**src/rtl/micro_seq_pkg.sv**
```systemverilog
// Shared definitions for the micro-sequencer: jump-mode field codes and run-state encoding.
package micro_seq_pkg;

    localparam logic [2:0] JMP_NEXT = 3'b000;
    localparam logic [2:0] JMP_DISP = 3'b001;
    localparam logic [2:0] JMP_ZBR  = 3'b010;
    localparam logic [2:0] JMP_CALL = 3'b011;
    localparam logic [2:0] JMP_RET  = 3'b100;
    localparam logic [2:0] JMP_HALT = 3'b101;

    typedef enum logic [1:0] {
        S_IDLE  = 2'd0,
        S_RUN   = 2'd1,
        S_HALT  = 2'd2,
        S_ERROR = 2'd3
    } seq_state_t;

endpackage

```
**src/rtl/micro_sequencer_if.sv**
```systemverilog
// Control-store / datapath side of the micro-sequencer, bundled as one interface.
interface micro_sequencer_if #(
    parameter int ADDR_W = 8
);
    logic              start;
    logic              stall;
    logic [ADDR_W-1:0] mir_next;
    logic [2:0]        mir_jmp;
    logic [ADDR_W-1:0] ir;
    logic              z;
    logic [ADDR_W-1:0] upc;
    logic              busy;
    logic              halted;
    logic              stack_err;

    // master: control store, IR and ALU flags feeding the sequencer
    modport master (
        output start, stall, mir_next, mir_jmp, ir, z,
        input  upc, busy, halted, stack_err
    );

    modport slave (
        input  start, stall, mir_next, mir_jmp, ir, z,
        output upc, busy, halted, stack_err
    );
endinterface

```
**src/rtl/micro_ret_stack.sv**
```systemverilog
// Micro-return address stack; callers guarantee push and pop are never asserted together.
module micro_ret_stack #(
    parameter int DEPTH = 4,
    parameter int W     = 8
) (
    input  logic         clk,
    input  logic         rst,
    input  logic         push,
    input  logic         pop,
    input  logic         flush,
    input  logic [W-1:0] din,
    output logic [W-1:0] dout,
    output logic         full,
    output logic         empty
);
    localparam int SPW = $clog2(DEPTH + 1);
    localparam int IW  = (DEPTH > 1) ? $clog2(DEPTH) : 1;

    logic [W-1:0]   mem [DEPTH];
    logic [SPW-1:0] sp;
    logic [SPW-1:0] top_idx;

    assign full    = (sp == SPW'(DEPTH));
    assign empty   = (sp == '0);
    assign top_idx = sp - SPW'(1);
    assign dout    = mem[top_idx[IW-1:0]];

    always_ff @(posedge clk or posedge rst) begin
        if (rst) begin
            sp <= '0;
        end else if (flush) begin
            sp <= '0;
        end else if (push && !full) begin
            sp <= sp + SPW'(1);
        end else if (pop && !empty) begin
            sp <= sp - SPW'(1);
        end
    end

    // Entries are only meaningful below sp, so storage needs no reset.
    always_ff @(posedge clk) begin
        if (push && !full && !flush) begin
            mem[sp[IW-1:0]] <= din;
        end
    end

endmodule

```
**src/rtl/micro_sequencer.sv**
```systemverilog
// Next-microaddress generator and run controller for the microprogrammed control store.
module micro_sequencer
    import micro_seq_pkg::*;
#(
    parameter int ADDR_W      = 8,
    parameter int STACK_DEPTH = 4,
    parameter int FETCH_ADDR  = 0,
    parameter int Z_SET_ADDR  = 21,
    parameter int Z_CLR_ADDR  = 40
) (
    input  logic              clk,
    input  logic              rst,
    micro_sequencer_if.slave  bus
);
    seq_state_t        state_q, state_d;
    logic [ADDR_W-1:0] upc_q, upc_d;
    logic              err_q, err_d;
    logic              push, pop, flush;
    logic              stk_full, stk_empty;
    logic [ADDR_W-1:0] stk_dout;
    logic [ADDR_W-1:0] ret_addr;

    // Natural ADDR_W-bit wrap makes the return address of 2^ADDR_W-1 equal 0.
    assign ret_addr = upc_q + ADDR_W'(1);

    micro_ret_stack #(
        .DEPTH (STACK_DEPTH),
        .W     (ADDR_W)
    ) u_stack (
        .clk   (clk),
        .rst   (rst),
        .push  (push),
        .pop   (pop),
        .flush (flush),
        .din   (ret_addr),
        .dout  (stk_dout),
        .full  (stk_full),
        .empty (stk_empty)
    );

    always_ff @(posedge clk or posedge rst) begin
        if (rst) begin
            state_q <= S_IDLE;
            upc_q   <= ADDR_W'(FETCH_ADDR);
            err_q   <= 1'b0;
        end else begin
            state_q <= state_d;
            upc_q   <= upc_d;
            err_q   <= err_d;
        end
    end

    always_comb begin
        state_d = state_q;
        upc_d   = upc_q;
        err_d   = err_q;
        push    = 1'b0;
        pop     = 1'b0;
        flush   = 1'b0;
        case (state_q)
            S_IDLE, S_HALT: begin
                if (bus.start) begin
                    state_d = S_RUN;
                    upc_d   = ADDR_W'(FETCH_ADDR);
                    flush   = 1'b1;
                end
            end
            S_RUN: begin
                // Stall outranks every decode path, including HALT and error checks.
                if (!bus.stall) begin
                    case (bus.mir_jmp)
                        JMP_NEXT: upc_d = bus.mir_next;
                        JMP_DISP: upc_d = bus.ir;
                        JMP_ZBR:  upc_d = bus.z ? ADDR_W'(Z_SET_ADDR) : ADDR_W'(Z_CLR_ADDR);
                        JMP_CALL: begin
                            if (stk_full) begin
                                state_d = S_ERROR;
                                err_d   = 1'b1;
                            end else begin
                                push  = 1'b1;
                                upc_d = bus.mir_next;
                            end
                        end
                        JMP_RET: begin
                            if (stk_empty) begin
                                state_d = S_ERROR;
                                err_d   = 1'b1;
                            end else begin
                                pop   = 1'b1;
                                upc_d = stk_dout;
                            end
                        end
                        JMP_HALT: state_d = S_HALT;
                        default: begin
                            state_d = S_ERROR;
                            err_d   = 1'b1;
                        end
                    endcase
                end
            end
            S_ERROR: err_d = 1'b1;
            default: state_d = S_IDLE;
        endcase
    end

    assign bus.upc       = upc_q;
    assign bus.busy      = (state_q == S_RUN);
    assign bus.halted    = (state_q == S_HALT);
    assign bus.stack_err = err_q;

endmodule
```
**src/flat_wrapper.sv**
```systemverilog
// flat-port wrapper written by rule: the top's interface ports become plain ports
module micro_sequencer_flat import micro_seq_pkg::*;
#(
    parameter int ADDR_W      = 8,
    parameter int STACK_DEPTH = 4,
    parameter int FETCH_ADDR  = 0,
    parameter int Z_SET_ADDR  = 21,
    parameter int Z_CLR_ADDR  = 40
)
  (clk, rst, bus_start, bus_stall, bus_mir_next, bus_mir_jmp, bus_ir, bus_z, bus_upc, bus_busy, bus_halted, bus_stack_err);
  micro_sequencer_if #(.ADDR_W(ADDR_W)) bus_i ();
  input  logic clk;
  input  logic rst;
  input wire logic [$bits(bus_i.start)-1:0] bus_start;
  input wire logic [$bits(bus_i.stall)-1:0] bus_stall;
  input wire logic [$bits(bus_i.mir_next)-1:0] bus_mir_next;
  input wire logic [$bits(bus_i.mir_jmp)-1:0] bus_mir_jmp;
  input wire logic [$bits(bus_i.ir)-1:0] bus_ir;
  input wire logic [$bits(bus_i.z)-1:0] bus_z;
  output wire logic [$bits(bus_i.upc)-1:0] bus_upc;
  output wire logic [$bits(bus_i.busy)-1:0] bus_busy;
  output wire logic [$bits(bus_i.halted)-1:0] bus_halted;
  output wire logic [$bits(bus_i.stack_err)-1:0] bus_stack_err;
  assign bus_i.start = bus_start;
  assign bus_i.stall = bus_stall;
  assign bus_i.mir_next = bus_mir_next;
  assign bus_i.mir_jmp = bus_mir_jmp;
  assign bus_i.ir = bus_ir;
  assign bus_i.z = bus_z;
  assign bus_upc = bus_i.upc;
  assign bus_busy = bus_i.busy;
  assign bus_halted = bus_i.halted;
  assign bus_stack_err = bus_i.stack_err;
  micro_sequencer #(.ADDR_W(ADDR_W), .STACK_DEPTH(STACK_DEPTH), .FETCH_ADDR(FETCH_ADDR), .Z_SET_ADDR(Z_SET_ADDR), .Z_CLR_ADDR(Z_CLR_ADDR)) u_core (.clk(clk), .rst(rst), .bus(bus_i));
endmodule
```
**config.mk**
```make
export PLATFORM = sky130hd
export DESIGN_NAME = micro_sequencer_flat
export DESIGN_NICKNAME = d
export VERILOG_FILES = /design/src/rtl/micro_seq_pkg.sv /design/src/rtl/micro_sequencer_if.sv /design/src/rtl/micro_ret_stack.sv /design/src/rtl/micro_sequencer.sv /design/src/flat_wrapper.sv
export SDC_FILE = /design/constraint.sdc
export NUM_CORES = 1
export LEC_CHECK = 0
export CAP_MARGIN = 5
export CORE_MARGIN = 2
export CORE_UTILIZATION = 40
export DETAILED_ROUTE_END_ITERATION = 7
export GPL_ROUTABILITY_DRIVEN = 0
export GPL_TIMING_DRIVEN = 0
export HOLD_SLACK_MARGIN = 0.12
export SYNTH_ARGS = -nofsm -noshare
export SYNTH_HDL_FRONTEND = slang
export SYNTH_HIERARCHICAL = 1
export SYNTH_SLANG_ARGS = --single-unit
```
**constraint.sdc**
```tcl
create_clock -name clk -period 2.4 [get_ports clk]
set_input_delay 0.48 -clock clk [delete_from_list [all_inputs] [get_ports clk]]
set_output_delay 0.48 -clock clk [all_outputs]
set_load 0.05 [all_outputs]
```
Word-level counts from Yosys, hierarchy flattened
Memories as Yosys holds them, arrays and structs flattened.
Cells that the tools add are included.
{"block": "word_totals", "inputBits": 24, "mem_bits_rw": 32, "mem_count": 1, "regBits": 14}
{"block": "op_classes", "n_eq_ne": 18, "reduce_logical": 18, "add_sub_neg": 3, "muxes": 33}
{"name": "u_core.u_stack.mem", "depth": 4, "width": 8, "rd": 1, "rd_clocked_by_memory_dff": 0, "wr": 1, "line": "micro_ret_stack.sv:19", "rtl": "logic [W-1:0] mem [DEPTH];"}
{"cell": "8-bit one-hot mux with 5 select lines", "count": 1}
{"cell": "8-bit two-way mux", "count": 4}
{"cell": "8-bit one-hot mux with 2 select lines", "count": 1}
{"cell": "1-bit two-way mux", "count": 15}
{"cell": "3-bit inequality test (second input constant)", "count": 4}
{"cell": "6-bit AND reduction", "count": 2}
{"cell": "3-bit equality test (second input constant)", "count": 3}
{"cell": "3-bit two-way mux", "count": 3}
{"cell": "8-bit by 1-bit adder with 8-bit output (second input constant)", "count": 1}
{"cell": "2-bit two-way mux", "count": 4}
{"cell": "2-bit inequality test (second input constant)", "count": 4}
{"cell": "2-bit one-hot mux with 4 select lines", "count": 1}
{"cell": "3-bit by 2-bit equality test with 1-bit output (second input constant)", "count": 2}
{"cell": "3-bit logical NOT", "count": 2}
{"cell": "6-bit two-way mux", "count": 1}
{"cell": "6-bit by 1-bit inequality test with 1-bit output (second input constant)", "count": 1}
{"cell": "5-bit AND reduction", "count": 1}
{"cell": "2-bit equality test (second input constant)", "count": 2}
{"cell": "2-bit one-hot mux with 2 select lines", "count": 1}
{"cell": "2-bit nonzero test", "count": 2}
{"cell": "4-bit OR reduction", "count": 1}
{"cell": "3-bit by 1-bit adder with 3-bit output (second input constant)", "count": 1}
{"cell": "3-bit by 1-bit equality test with 1-bit output (second input constant)", "count": 1}
{"cell": "1-bit logical AND", "count": 3}
{"cell": "9 further kinds", "count": 11}

Longest topological paths before layout
Gate-level depths: netlist (run 1).
{"block": "depth", "ltp_word": 9, "depth_mapped": 9, "mapped_depth_nobuf": 8}

Cells and area by module
The synthesis (run 1) kept the hierarchy.
{"module": "micro_ret_stack", "cells_each": 77, "area_each_um2": 1473.9, "seq_area_each_um2": 1036.0, "instances": 1}
{"module": "micro_sequencer", "cells_each": 108, "area_each_um2": 952.2, "seq_area_each_um2": 275.3, "instances": 1}

Worst setup path before layout (run 1)
OpenSTA, ideal clock, no wires.
{"block": "synth_path", "path_type": "reg-to-reg", "startpoint": "register u_core.u_stack.sp[0]", "endpoint": "memory u_core.u_stack.mem[0][0], enable pin", "t_arrival_ps": 2070, "path_stages_with_launch": 9, "n_path_buf": 1, "t_required_ps": 2068, "slack_ps": -2, "path_cell_list": "dfrtp_1 -> buf_4 -> inv_1 -> ha_1 -> and2_2 -> nor4b_1 -> inv_1 -> nor3_2 -> and2_1"}
{"block": "synth_via", "elab_chain_len": 9}
{"element": "start, declared", "line": "micro_ret_stack.sv:20", "rtl": "logic [SPW-1:0] sp;"}
{"element": "start signal, assigned", "line": "micro_ret_stack.sv:34", "rtl": "sp <= sp + SPW'(1);"}
{"element": "start signal, assigned", "line": "micro_ret_stack.sv:36", "rtl": "sp <= sp - SPW'(1);"}
{"element": "3-bit equality test", "line": "micro_ret_stack.sv:23", "rtl": "assign full = (sp == SPW'(DEPTH));"}
{"element": "via u_core.stk_full", "line": "micro_sequencer.sv:19", "rtl": "logic stk_full, stk_empty;"}
{"element": "1-bit two-way mux", "line": "micro_sequencer.sv:76", "rtl": "if (stk_full) begin"}
{"element": "1-bit two-way mux", "line": "micro_sequencer.sv:71", "rtl": "case (bus.mir_jmp)"}
{"element": "1-bit two-way mux", "line": "micro_sequencer.sv:70", "rtl": "if (!bus.stall) begin"}
{"element": "1-bit two-way mux", "line": "micro_sequencer.sv:60", "rtl": "case (state_q)"}
{"element": "via u_core.push", "line": "micro_sequencer.sv:18", "rtl": "logic push, pop, flush;"}
{"element": "1-bit logical AND (2 in a row)", "line": "micro_ret_stack.sv:42", "rtl": "if (push && !full && !flush) begin"}
{"element": "1-bit two-way mux", "line": "micro_ret_stack.sv:42"}
{"element": "1-bit two-way mux (implied by the code)", "line": "micro_ret_stack.sv:43", "rtl": "mem[sp[IW-1:0]] <= din;"}
{"element": "end, declared", "line": "micro_ret_stack.sv:19"}
The timed path passes the listed nets, and every way through them passes these cells.

Final worst setup path (run 1)
{"block": "layout_path", "startpoint": "register u_core.u_stack.sp[0]", "endpoint": "memory u_core.u_stack.mem[2][1], enable pin"}
Same word-level chain as after synthesis.

==> results of run 1 <==
==> cell usage in the layout, fill, tap and decap left out, types with 3 or more instances in the layout <==
cell type        instances
a22o_1                   5
mux4_2                   8
a21oi_1                  8
buf_2                    4
clkdlybuf4s50_1         32
nand2_1                  8
o211ai_1                 9
edfxtp_1                32
nor2_1                   4
xor2_1                   4
clkbuf_8                 5
xnor2_1                  5
a22oi_1                  5
a31oi_1                  3
mux2_4                   4
ha_1                     5
and2_4                   5
dfrtp_1                 13
o21ai_0                 12
o221ai_1                 3
inv_1                   10
nor2b_1                  4
==> state kept, by name (all words and copies together), names as in the netlist <==
name,flops
u_core/bus.stack_err,1
u_core/bus.upc,8
u_core/state_q,2
u_core/u_stack/mem,32
u_core/u_stack/sp,3
==> worst max-delay path: cells and delay by family (launching register included) <==
family	cells	cell delay, ns
simple gates	4	1.05
flops	1	0.40
buf+inv	3	0.34
fa+ha+maj	1	0.20
==> power by group through the flow <==
stage          Clock, mW  Combinational (mW)  Sequential (mW)
2_1_floorplan          0               0.564             1.28
3_3_place_gp           0                1.03             1.15
3_5_place_dp           0                1.03             1.15
4_1_cts            0.489                1.09             1.13
5_1_grt            0.524                1.20             1.15
6_report           0.474                1.11             1.13
==> metrics by stage <==
step / instances / worst slack, ns / hold WS, ns / power, mW / setup TNS, ns
final: 302 / 0.1186 / 0.3739 / 2.719 / 0
after global routing: 302 / -0.01453 / 0.4094 / 2.876 / -0.01453
after CTS: 302 / 0.02029 / 0.3638 / 2.705 / 0
after detailed placement: 293 / -0.3586 / 0.4795 / 2.179 / -11.66
after global placement: 293 / -0.3511 / 0.4628 / 2.177 / -11.41
after floorplan: 185 / 0.06733 / 0.2336 / 1.841 / 0
==> kinds of logic after synthesis <==
group                      synth area share
AOI/OAI and AO/OA                    0.1568
DFF                                  0.5405
and+or+nand+nor                      0.1104
buffers and inverters               0.02991
muxes                               0.09902
xor gates and xnor gates            0.03249
adders and majority gates           0.03094
==> what timing repair did <==
| item | in CTS | in global routing |
|---|---|---|
| pin swaps | 2 | 3 |
| setup endpoints to repair | 35 | 38 |
| resized for setup | 11 | 8 |
| setup buffers | 1 | 0 |
==> metal layers <==
metal  part of all wire  global-route usage  vias to the layer above  routed length (um)
met1               0.46              0.2194                      766                2357
met2               0.47              0.2748                       40                2408
li1                   -                   -                      794                   -
met4              0.015             0.05000                        0                  79
met5                  0                   0                        -                   0
met3              0.057             0.04176                       10                 295
==> area by class of cell <==
class / instances / area [um2]
fill: 504 / 2864
sequential: 46 / 1313
multi-input combinational: 122 / 1102
timing repair buffer: 34 / 340.3
tap: 75 / 93.84
clock buffer: 5 / 68.82
buffer: 6 / 43.79
inverter: 11 / 41.29
clock inverter: 3 / 18.77
==> worst max-delay path by stage <==
| stage | from | end |
|---|---|---|
| final | u_core/u_stack/sp[0] | u_core/u_stack/mem[2][1] |
| after global routing | u_core/u_stack/sp[0] | u_core/u_stack/sp[0] |
| after CTS | u_core/state_q[0] | bus_busy |
| after detailed placement | u_core/u_stack/sp[0] | u_core/u_stack/mem[2][2] |
| after global placement | u_core/u_stack/sp[0] | u_core/u_stack/mem[2][2] |
| after floorplan | u_core/u_stack/sp[0] | u_core/u_stack/sp[0] |
==> metrics.md, run 1 <==
| Metric | Value |
|---|---|
| Largest area contributor in the synthesized netlist | edfxtp_1 |
| Crit share post-route | 0.9506 |
| Number of vias per cell after detailed routing | 5.331 |
| Number of max-slew violations in the final report | 0 |
| Number of buffers created by CTS | 5 |
| Worst-path maximum fanout | 10 |
| Cell Pwr Density | 899.8 nW/um2 |
| Most Frequent Cell on Critical Path | and2_4 |
| Layout cell share with drive strength beyond 1 | 0.2026 |
| Sum of overflow across all layers after global routing | 0 |
| Max-cap check violation count | 0 |
| Class of the tightest hold or removal check | primary input to async pin |
| Maximum clock frequency | 0.4383 GHz |
| Slowest cell on the critical path | dfrtp_2 |
| Count of state elements after synthesis | 46 |
| Die H | 81.88 um |
| Number of failing hold endpoints at the final stage | 0 |
| Final cell area excluding filler cells | 3022 um2 |
| Cts-stage hold buffer count | 0 |
| Worst r2r path cells | 8 |
| Cell types with the highest counts after synthesis | edfxtp_1, dfrtp_1, o21ai_0, inv_1, o211ai_1 |
| Routed via count | 1610 |
| Crit path largest cell delay | 0.40 ns |
| Async SR Flop Fraction | 0.3043 |
| Register-to-Register Setup Slack | 0.12 ns |
| Die area | 6704 um2 |
| # H-tree levels | 2 |
| Most used standard cell by instance count after synthesis | edfxtp_1 |
| Total number of placement rows | 28 |
| Relative max-transition margin | 0.6603 |
| Routed Wire Length | 5140 um |
| Synth Area per Inst | 13.11 um2 |
| Pin count of the biggest net entering global routing | 16 |
| Count of inserted antenna diode cells | 0 |
| Number of synthesized flops with an enable pin | 32 |
| Most used flip-flop cell after synthesis | edfxtp_1 |
| Reg power frac | 0.416 |
| Critical Path End Type | flip-flop |
| Clk network pwr share | 0.174 |
| Initial detailed-routing violation count | 60 |
| Overall global routing resource usage | 0.1676 |
| Via count of the first global-routing pass | 1592 |
| CTS max path bufs | 2 |
| Clock transition at the registers of the reported paths | 0.08 ns |
| Final Setup Violations | 0 |
| Terminus of the critical flop-to-flop path | u_core/u_stack/mem[2][1] |
| Die span in x | 81.88 um |
| Floorplan Core Area | 5886 um2 |
| Number of port buffers | 33 |
| Netlist area before placement | 2426 um2 |
| WS Path Type | flip-flop to flip-flop |
| Layout Skew | 0.01043 ns |
| Int Power | 1.710 mW |
| Type of element launching the critical path | flip-flop |
| Worst reg2reg startpoint | u_core/u_stack/sp[0] |
| Area contributors post-synth | edfxtp_1, dfrtp_1, mux4_2 |
| Pre-Repair DR Iteration Count | 4 |
| CTS tree | yes |
| Effective utilization at floorplan | 0.4122 |
| Number of routed nets with antenna violations | 0 |
| Leakage component of the power | 1.100 nW |
| Required time at the worst-slack endpoint | 2.41 ns |
| Switching power share of the total | 0.3709 |
| Synth Instances | 185 |
| Synthesis-to-layout area growth | 24.55% |
| Average wire per standard cell | 17.02 um |
| Standard cell area after detailed placement | 2855 um2 |
| Number of antenna violations at the first check in global routing | 0 |
| Total of warnings raised by yosys | 6 |
| Unrepaired setup endpoints after global routing | yes |
| Clock sink count | 46 |
| Final-stage net count | 256 |
| Share of the synthesized area in the top cell type | 0.3961 |
| Result of the run | completed |
| First-pass GRT wire length | 8183 um |
| Seq/Total Area, Yosys | 0.5405 |
| Clock insertion delay at the later pin of the skew report | 0.30 ns |
| Root buffer cell | clkbuf_8 |
| Largest vdd supply drop | 0.3262 mV |
| I/O Pins | 35 |
| Minimum clock period | 2.281 ns |
| Distinct cell type count of the synthesized netlist | 46 |
| Placed wire-length estimate after detailed placement | 3715 um |
| Final core utilization | 0.5134 |
| Drt drc | 0 |
| CP Data Arrival Time | 2.29 ns |
| Transition time of the tightest slew-check pin | 0.5079 ns |
| Switching power | 1.008 mW |
| Nets in the synthesized netlist | 215 |
| Cell-by-cell listing of the critical path | buf_12, inv_1, ha_4, and2_4, nor4b_4, inv_2, nor3_4, and2_4 |
| Combinational fraction of design power | 0.410 |
Note: power is estimated with default switching activity, not from simulation.
==> run 2, diff against run 1 <==
--- a/config.mk
+++ b/config.mk
@@ -8,6 +8,7 @@
 export CAP_MARGIN = 5
 export CORE_MARGIN = 2
 export CORE_UTILIZATION = 40
+export CTS_BUF_LIST = sky130_fd_sc_hd__clkbuf_2 sky130_fd_sc_hd__clkbuf_4 sky130_fd_sc_hd__clkbuf_8
 export DETAILED_ROUTE_END_ITERATION = 7
 export GPL_ROUTABILITY_DRIVEN = 0
 export GPL_TIMING_DRIVEN = 0
==> results of run 2 <==
Same layout as run 1: the final DEF is identical, and so are final timing and power.
==> run 3, diff against run 2 <==
--- a/config.mk
+++ b/config.mk
@@ -6,11 +6,9 @@
 export NUM_CORES = 1
 export LEC_CHECK = 0
 export CAP_MARGIN = 5
-export CORE_MARGIN = 2
 export CORE_UTILIZATION = 40
 export CTS_BUF_LIST = sky130_fd_sc_hd__clkbuf_2 sky130_fd_sc_hd__clkbuf_4 sky130_fd_sc_hd__clkbuf_8
 export DETAILED_ROUTE_END_ITERATION = 7
-export GPL_ROUTABILITY_DRIVEN = 0
 export GPL_TIMING_DRIVEN = 0
 export HOLD_SLACK_MARGIN = 0.12
 export SYNTH_ARGS = -nofsm -noshare
==> run 3 against run 2 <==
Effect of this change:
- register-to-register slack gained 0.03 ns
- worst hold slack lost 0.0013 ns
- flip-flop and latch count is the same
- setup slack gained 0.027 ns
- global-route usage grew 1.2 points
- sequential share of layout area shrank 0.60 points
- critical path type unchanged
- sequential power is essentially flat
- first-iteration DRC count shrank 10%
- critical endpoint unchanged
==> metrics.md, run 3 (synthesis results as in run 1) <==
| Metric | Value |
|---|---|
| Required time at the worst-slack endpoint | 2.40 ns (about the same) |
| Int Power | 1.735 mW (+1.4%) |
| Layout Skew | 0.01249 ns (+0.002059 ns) |
| Critical Path End Type | flip-flop |
| Die span in x | 79.88 um (-2.4%) |
| Number of vias per cell after detailed routing | 5.415 (+1.6%) |
| Number of buffers created by CTS | 5 (unchanged) |
| # H-tree levels | 2 (unchanged) |
| Via count of the first global-routing pass | 1587 (-0.31%) |
| CTS max path bufs | 2 (unchanged) |
| Synthesis-to-layout area growth | 26.30% |
| Final Setup Violations | 0 (unchanged) |
| Number of max-slew violations in the final report | 0 (unchanged) |
| Floorplan Core Area | 5886 um2 (unchanged) |
| Routed via count | 1657 (+2.9%) |
| Maximum clock frequency | 0.4435 GHz (+1.2%) |
| Minimum clock period | 2.255 ns (-0.02668 ns) |
| Max-cap check violation count | 0 (unchanged) |
| Flip-flop count of the largest register after layout | 32 (unchanged) |
| Buf+Inv Stages, Crit Path | 3 (unchanged) |
| Clock transition at the registers of the reported paths | 0.09 ns (about the same) |
| Terminus of the critical flop-to-flop path | u_core/u_stack/mem[2][1] |
| Die H | 79.88 um (-2.4%) |
| Final-stage net count | 260 (+1.6%) |
| Worst reg2reg startpoint | u_core/u_stack/sp[0] |
| Cell class contributing the biggest share of worst-path delay | simple AND/OR/NAND/NOR gates |
| Worst r2r path cells | 8 (unchanged) |
| Die area | 6381 um2 (-4.8%) |
| Slowest cell on the critical path | dfrtp_2 |
| Cell-by-cell listing of the critical path | buf_12, clkinvlp_4, ha_4, and2_4, nor4b_4, inv_2, nor3_4, and2_4 |
| Final cell area excluding filler cells | 3064 um2 (+1.4%) |
| Drt drc | 0 (unchanged) |
| Reg power frac | 0.409 (-0.007) |
| Number of failing hold endpoints at the final stage | 0 (unchanged) |
| Result of the run | completed |
| Pin count of the biggest net entering global routing | 17 (+1) |
| Count of inserted antenna diode cells | 0 (unchanged) |
| Type of element launching the critical path | flip-flop |
| CTS tree | yes |
| Final core utilization | 0.5206 (+0.007228) |
| Effective utilization at floorplan | 0.4122 (unchanged) |
| Worst-path maximum fanout | 8 (-2) |
| Layout fillers | 519 (+3.0%) |
| Cell Pwr Density | 904.6 nW/um2 (+0.53%) |
| Combinational fraction of design power | 0.415 (+0.005) |
| Number of routed nets with antenna violations | 0 (unchanged) |
| Placer's final routability congestion estimate | 0.7980 |
| Largest vdd supply drop | 0.4066 mV (+25%) |
| Clk network pwr share | 0.176 (+0.002) |
| CP Data Arrival Time | 2.26 ns (-0.03 ns) |
| Number of port buffers | 33 (unchanged) |
| Cell count along the critical path | 8 (unchanged) |
| Class of the tightest hold or removal check | primary input to async pin |
| Setup Total Neg Slack | 0 ns (unchanged) |
| Pre-Repair DR Iteration Count | 4 (unchanged) |
| Leakage component of the power | 1.108 nW (+0.78%) |
| Placed wire-length estimate after detailed placement | 3823 um (+2.9%) |
| Switching power | 1.037 mW (+2.8%) |
| Clock sink count | 46 (unchanged) |
| Switching power share of the total | 0.3741 (+0.003186) |
| Overall global routing resource usage | 0.1795 (+0.01196) |
| Standard cell area after detailed placement | 2855 um2 (unchanged) |
| Crit share post-route | 0.9395 (-0.01112) |
| Total number of placement rows | 28 (unchanged) |
| Final-layout worst hold slack | 0.3727 ns (-0.001289 ns) |
| Initial detailed-routing violation count | 54 (-10%) |
| Register-to-Register Setup Slack | 0.15 ns (+0.03 ns) |
| Commonest cells after routing, fill and taps aside | clkdlybuf4s50_1, edfxtp_1, dfrtp_1, o21ai_0 |
| Clock insertion delay at the later pin of the skew report | 0.30 ns (about the same) |
| Routed Wire Length | 5399 um (+5.0%) |
| Most Frequent Cell on Critical Path | and2_4 |
| Unrepaired setup endpoints after global routing | no |
| Layout cell share with drive strength beyond 1 | 0.2208 (+0.01814) |
| Root buffer cell | clkbuf_8 |
| I/O Pins | 35 (unchanged) |
| Relative max-transition margin | 0.6629 (+0.002562) |
| Number of antenna violations at the first check in global routing | 0 (unchanged) |
| First-pass GRT wire length | 8321 um (+1.7%) |
| Average wire per standard cell | 17.64 um (+3.7%) |
| Crit path largest cell delay | 0.39 ns (about the same) |
| WS Path Type | flip-flop to flip-flop |
| Transition time of the tightest slew-check pin | 0.5046 ns (-0.003291 ns) |
| Sum of overflow across all layers after global routing | 0 (unchanged) |
run 3: changes by cell type in the layout (fill, tap and decap cells not counted):
cell / before / now
nor4b_2: 0 / 1
clkinv_2: 2 / 0
inv_1: 10 / 9
nor4b_1: 1 / 0
buf_4: 1 / 5
nor2b_1: 4 / 5
clkinvlp_4: 0 / 3
nor2b_2: 1 / 0
run 3: worst max path at each step:
stage / slack, ns / startpoint / end
final: 0.15 / u_core/u_stack/sp[0] / u_core/u_stack/mem[2][1]
after global routing: 0.04 / bus_mir_jmp[0] / u_core/u_stack/mem[2][6]
after CTS: 0.02 / u_core/state_q[0] / bus_busy
after detailed placement: -0.37 / u_core/u_stack/sp[0] / u_core/u_stack/mem[2][2]
after global placement: -0.35 / u_core/u_stack/sp[0] / u_core/u_stack/mem[2][2]
after floorplan: 0.07 / u_core/u_stack/sp[0] / u_core/u_stack/sp[0]
run 3: repair_timing:
action / CTS / global route
hold buffers: 0 / 0
pin swaps: 2 / 3
endpoints found under the setup margin: 35 / 38
buffers inserted: 2 / 3
resized for setup: 11 / 9
run 3: per-layer routing:
| layer | global-route usage | up-vias | wire length [um] | part of all wire |
|---|---|---|---|---|
| met5 | 0 | - | 0 | 0 |
| met4 | 0.05000 | 0 | 89 | 0.016 |
| met3 | 0.03543 | 10 | 266 | 0.049 |
| met2 | 0.3077 | 49 | 2610 | 0.48 |
| met1 | 0.2295 | 794 | 2433 | 0.45 |
| li1 | - | 804 | - | - |
run 3: through the flow:
| stage | power (mW) | cells | worst slack, ns |
|---|---|---|---|
| 2_1_floorplan | 1.841 | 185 | 0.06733 |
| 3_3_place_gp | 2.177 | 293 | -0.3535 |
| 3_5_place_dp | 2.181 | 293 | -0.3709 |
| 4_1_cts | 2.728 | 303 | 0.01831 |
| 5_1_grt | 2.929 | 306 | 0.04251 |
| 6_report | 2.772 | 306 | 0.1453 |
run 3: cell type report:
type                       instances  area [um2]  share of cell area
tap                               75       93.84             0.03062
sequential                        46        1313              0.4283
timing repair buffer              38       370.4              0.1209
multi-input combinational        122        1106              0.3610
clock buffer                       5       68.82             0.02246
buffer                             6       43.79             0.01429
clock inverter                     3       23.77            0.007758
inverter                          11       45.04             0.01470
run 3: power by group through the flow:
stage | sequential [mW] | clock, mW | combinational, mW
floorplan | 1.28 | 0 | 0.564
global route | 1.15 | 0.535 | 1.24
finish | 1.13 | 0.487 | 1.15
detailed placement | 1.15 | 0 | 1.03
global placement | 1.15 | 0 | 1.03
CTS | 1.13 | 0.509 | 1.09
